===== src/rtl/ssd_bcd_scan_driver.sv =====
// Four-digit common-anode seven-segment driver: sequential double-dabble
// binary-to-BCD conversion followed by time-multiplexed digit scanning.
module ssd_bcd_scan_driver #(
    parameter int REFRESH_BITS  = 18,
    parameter bit BLANK_LEADING = 1'b1
) (
    input  logic        clk,
    input  logic        rst,
    input  logic [12:0] num,
    output logic        busy,
    output logic [3:0]  Anode,
    output logic [6:0]  LED
);

    typedef enum logic [1:0] {IDLE, SHIFT, LOAD} state_t;

    localparam logic [REFRESH_BITS-1:0] CNT_ONE = {{(REFRESH_BITS-1){1'b0}}, 1'b1};

    state_t                  state_reg, state_next;
    logic [REFRESH_BITS-1:0] cnt_reg;
    logic [12:0]             last_num_reg, last_num_next;
    logic [28:0]             sr_reg, sr_next;      // {bcd[15:0], bin[12:0]}
    logic [3:0]              count_reg, count_next;
    logic [15:0]             disp_reg, disp_next;
    logic [15:0]             bcd_adj;

    // Add-3 correction applied to each BCD nibble before the shift
    generate
        for (genvar gi = 0; gi < 4; gi++) begin : g_adj
            assign bcd_adj[gi*4 +: 4] = (sr_reg[13 + gi*4 +: 4] >= 4'd5)
                                      ? sr_reg[13 + gi*4 +: 4] + 4'd3
                                      : sr_reg[13 + gi*4 +: 4];
        end
    endgenerate

    always_comb begin
        state_next    = state_reg;
        last_num_next = last_num_reg;
        sr_next       = sr_reg;
        count_next    = count_reg;
        disp_next     = disp_reg;
        case (state_reg)
            IDLE: begin
                if (num != last_num_reg) begin
                    sr_next       = {16'd0, num};
                    last_num_next = num;
                    count_next    = 4'd0;
                    state_next    = SHIFT;
                end
            end
            SHIFT: begin
                sr_next    = {bcd_adj[14:0], sr_reg[12:0], 1'b0};
                count_next = count_reg + 4'd1;
                if (count_reg == 4'd12) begin
                    state_next = LOAD;
                end
            end
            LOAD: begin
                disp_next  = sr_reg[28:13];
                state_next = IDLE;
            end
            default: state_next = IDLE;
        endcase
    end

    always_ff @(posedge clk) begin
        if (rst) begin
            state_reg    <= IDLE;
            cnt_reg      <= '0;
            last_num_reg <= 13'd0;
            sr_reg       <= 29'd0;
            count_reg    <= 4'd0;
            disp_reg     <= 16'd0;
        end else begin
            state_reg    <= state_next;
            cnt_reg      <= cnt_reg + CNT_ONE;
            last_num_reg <= last_num_next;
            sr_reg       <= sr_next;
            count_reg    <= count_next;
            disp_reg     <= disp_next;
        end
    end

    logic [1:0] sel;
    logic [3:0] digit;
    logic       blank;
    logic [6:0] seg;

    assign sel  = cnt_reg[REFRESH_BITS-1 -: 2];
    assign busy = (state_reg != IDLE);

    always_comb begin
        digit = disp_reg[3:0];
        blank = 1'b0;
        case (sel)
            2'd0: digit = disp_reg[3:0];
            2'd1: begin
                digit = disp_reg[7:4];
                blank = BLANK_LEADING && (disp_reg[15:4] == 12'd0);
            end
            2'd2: begin
                digit = disp_reg[11:8];
                blank = BLANK_LEADING && (disp_reg[15:8] == 8'd0);
            end
            default: begin
                digit = disp_reg[15:12];
                blank = BLANK_LEADING && (disp_reg[15:12] == 4'd0);
            end
        endcase
    end

    always_comb begin
        seg = 7'b1111111;
        case (digit)
            4'd0: seg = 7'b1000000;
            4'd1: seg = 7'b1111001;
            4'd2: seg = 7'b0100100;
            4'd3: seg = 7'b0110000;
            4'd4: seg = 7'b0011001;
            4'd5: seg = 7'b0010010;
            4'd6: seg = 7'b0000010;
            4'd7: seg = 7'b1111000;
            4'd8: seg = 7'b0000000;
            4'd9: seg = 7'b0010000;
            default: seg = 7'b1111111;
        endcase
    end

    assign Anode = blank ? 4'b1111 : ~(4'b0001 << sel);
    assign LED   = blank ? 7'b1111111 : seg;

endmodule


===== config.mk =====
export PLATFORM = sky130hd
export DESIGN_NAME = ssd_bcd_scan_driver
export DESIGN_NICKNAME = d
export VERILOG_FILES = /design/src/rtl/ssd_bcd_scan_driver.sv
export SDC_FILE = /design/constraint.sdc
export NUM_CORES = 1
export LEC_CHECK = 0
export BUFFER_PORTS_ARGS = -buffer_cell sky130_fd_sc_hd__buf_2
export CELL_PAD_IN_SITES_DETAIL_PLACEMENT = 2
export CELL_PAD_IN_SITES_GLOBAL_PLACEMENT = 2
export CORE_ASPECT_RATIO = 1.75
export CORE_MARGIN = 4
export CORE_UTILIZATION = 37
export CTS_CLUSTER_SIZE = 30
export DETAILED_ROUTE_END_ITERATION = 7
export PLACE_DENSITY_LB_ADDON = 0.1
export REMOVE_ABC_BUFFERS = 1
export SYNTH_ARGS = -nofsm -noshare
export SYNTH_HDL_FRONTEND = slang
export SYNTH_SLANG_ARGS = --single-unit

===== constraint.sdc =====
create_clock -name clk -period 2.74 [get_ports clk]
set_input_delay 0.685 -clock clk [delete_from_list [all_inputs] [get_ports clk]]
set_output_delay 0.685 -clock clk [all_outputs]
set_load 0.03 [all_outputs]

==> qor.csv <==
stage,metric,value,unit
min_path,hp-class,flop to flop,
synthesis,yosysMostFrequentCell,dfxtp_1,
placement,place_inst,645,
sta,fin_crit_sh,1.01,
global_route,grt_pass1_wl,20000,um
synthesis,synth-seq-cells,82,
pwr,powerDensity,552,mW/mm^2
worst_setup_path,crit_slowest_cell,mux4_2,
global_route,antenna_found_initial,0,
synthesis,ys_types,45,
cts,ctsHoldBuffers,0,
layout,diodes,0,
die,die_height,148,um
global_route,grt_overflow_total,0,
drt,drtIter0Drc,72,
run_status,violations,setup timing,
die,ioPinCount,27,
synthesis,synth_area,0.00413,mm^2
worst_setup_path,r2r_slack,0.78,ns
die,core_area,0.0108,mm^2
min_path,hold-path-endpoint,cnt_reg[0]$_SDFF_PP0_,
worst_setup_path,critical_path_class,flop to output pin,
worst_setup_path,crit_chain,mux4_2 > and2_4 > a31oi_1 > and2_1 > nand2_1 > buf_6,
run,cap_violations,0,
worst_setup_path,reg2reg_depth,6,
cts,clkLatencyLatePin,0.34,ns
sta,max_slew_margin,0.361,
worst_setup_path,r2r-start,last_num_reg[1]$_SDFFE_PP0P_,
drt,wl_met2,7190,um
drt,antenna_left,0,
sta,clock_skew,0.0112,ns
layout,utilization,0.446,
layout,num-nets-final,560,
drt,wl,12000,um
synthesis,synth_top_area_frac,0.397,
synthesis,synth_edf_count,0,
min_path,hold_start,cnt_reg[0]$_SDFF_PP0_,
worst_setup_path,startpoint,cnt_reg[16]$_SDFF_PP0_,
layout,post_layout_nonfiller_instances,666,
die,die_area,0.0130,mm^2
run_status,status,finished with violations,
synthesis,synth_area_leaders,"dfxtp_1 (40%), a21oi_1 (5.7%), nand2_1 (5.5%), xnor2_1 (4.9%), nor3_1 (4.6%)",
synthesis,synthArstFlopShare,0,
die,die_w,87.9,um
pwr,cellLeakagePower,1.80,nW
cts,clk_pin_slew,0.06,ns
worst_setup_path,crit_cells,6,
worst_setup_path,cpPeakStageDelay,0.61,ns
layout,layout-drive-gt1-share,0.164,
sta,fin_tns_setup,-0.0650,ns
global_route,grt_max_degree,47,
drt,top_layer_used,met4,
synthesis,syn_inst,504,
cts,cts.htree.levels,3,
die,initial_utilization,0.382,
worst_setup_path,cp_num_buf_inv,1,
worst_setup_path,critPathArrivalTime,2.09,ns
synthesis,synth.top_cells.by_count,"dfxtp_1 (82), nand2_1 (61), a21oi_1 (47), nor2_1 (47), nor3_1 (38)",
sta,setup_violations,2,
synthesis,synth.largest_area_cell,dfxtp_1,
drt,drtPass1Iterations,4,
worst_setup_path,critPathMaxFanout,5,
synthesis,synth_area_per_cell,8.19,um^2
layout,largest_reg_flops,29,
layout,final_cell_area,0.00482,mm^2
worst_setup_path,r2r_end,sr_reg[1]$_SDFFE_PP0P_,
drt,via_per_inst,5.56,
layout,area_delta_synth_final,16.8,%
cts,cts_buffers,9,
pwr,irDropWorstVdd,396,uV
worst_setup_path,critPathRequiredTime,2.06,ns
worst_setup_path,worst_path_dominant_cell_family,multiplexers,
cts,clock_path_buffers,2,
drt,wl_met1,4390,um
sta,final_max_slew_viol_count,0,
global_route,first_global_vias,4086,
sta,worst_pin_slew,0.959,ns
synthesis,yosysWarnings,0,
placement,port_buffers,26,
sta,min_period,2.78,ns
placement,pre_cts_ws,0.185,ns
placement,place_area,0.00442,mm^2
global_route,grt.total_usage,0.196,
placement,hpwl,8570,um
sta,setup_ws,-0.0383,ns
drt,drc,0,
placement,gp_congestion,0.772,
synthesis,ys.flop_type,dfxtp_1,
cts,clkSinkCount,82,
die,fp-row-count,50,
cts,cts_tree,yes,
sta,rsz0062_at_grt,yes,
worst_setup_path,cp-start-kind,flop,
min_path,hold_depth,1,
drt,avgRoutedWirePerCell,18.0,um
drt,num_vias,3702,
drt,dr_wl_met3,243,um
layout,fillCellCount,1243,
cts,root_buffer,clkbuf_16,
worst_setup_path,end_kind,output pin,
synthesis,synth-seq-area-share,0.397,
sta,hold_violations,0,
sta,clock.fmax,360,MHz
[per-layer routing]
metal,up-vias,track usage
met2,40,0.395
met1,1857,0.191
met3,8,0.0318
met5,-,0
met4,0,0.0630
li1,1797,-
[where the power goes]
part           total, mW  internal [mW]  switching (mW)
logic              0.171         0.0689           0.102
registers           1.25           1.22          0.0258
clock network       1.25          0.755           0.491
total               2.66           2.05           0.619
[kinds of logic (layout without fill, tap and decap cells)]
group	after synthesis	after routing	share of synthesized area
XOR/XNOR	37	37	0.0785
adder cells (fa/ha/maj)	14	14	0.0424
flip-flops	82	82	0.397
buffers and inverters	53	85	0.0527
multiplexers	8	8	0.0318
AO/OA/AOI/OAI	96	96	0.148
AND/OR/NAND/NOR	214	214	0.249
[layout by cell type (no fill, tap or decap), types with 2 or more instances in the layout]
cell type / n
inv_1: 21
mux2i_1: 3
nand3_1: 22
a21oi_1: 47
o41ai_2: 2
o21ai_0: 13
nor3_2: 6
nand2b_1: 5
nor3_1: 38
xnor2_1: 23
a22oi_1: 9
dfxtp_1: 80
clkinvlp_4: 2
buf_6: 3
and3_1: 6
nor2_1: 46
nand4_1: 6
or4_1: 2
nor2b_1: 3
clkbuf_16: 9
mux4_2: 4
a31oi_1: 5
a311o_1: 6
clkbuf_8: 2
ha_1: 12
nor4_1: 3
or3_1: 3
xor2_1: 14
buf_2: 21
nand2_1: 61
a21boi_0: 2
and2_1: 4
a221o_1: 6
buf_4: 23
nand3b_1: 2
[per-stage QoR]
stage	hold slack (ns)	power [mW]
after global routing	0.488	2.79
after global placement	0.439	1.44
after detailed placement	0.455	1.45
after CTS	0.471	2.70
final	0.459	2.66
after floorplan	0.421	1.36
[worst reg2reg max path: stages (launching register included)]
cell	delay, ns
dfxtp_1	0.32
xnor2_1	0.20
nand4_1	0.24
or4_1	0.59
buf_4	0.23
nor3_1	0.20
nor3_1	0.08
[layout make-up]
cell class	instances	area, um^2	area share
clock buffers	12	256	0.0532
multi-input cells	369	2310	0.480
clock inverters	4	50.0	0.0104
well taps	130	163	0.0337
inverters	22	82.6	0.0171
repair buffers	47	312	0.0646
flip-flops and latches	82	1650	0.341
[worst max path at each step]
stage	slack (ns)	endpoint
6_report	-0.04	LED[3]
5_1_grt	-0.14	LED[0]
4_1_cts	-0.006	LED[2]
3_5_place_dp	0.19	LED[3]
3_3_place_gp	0.23	LED[3]
2_1_floorplan	-0.40	count_reg[1]$_SDFFE_PP0P_
[timing repair]
action / in CTS / in global routing
buffers inserted: 4 / 1
pin swaps: 0 / 1
endpoints found under the setup margin: 7 / 7
endpoints found under the hold margin: 0 / 0
gates resized for setup: 6 / 19
Power figures use the tool's default switching activity.
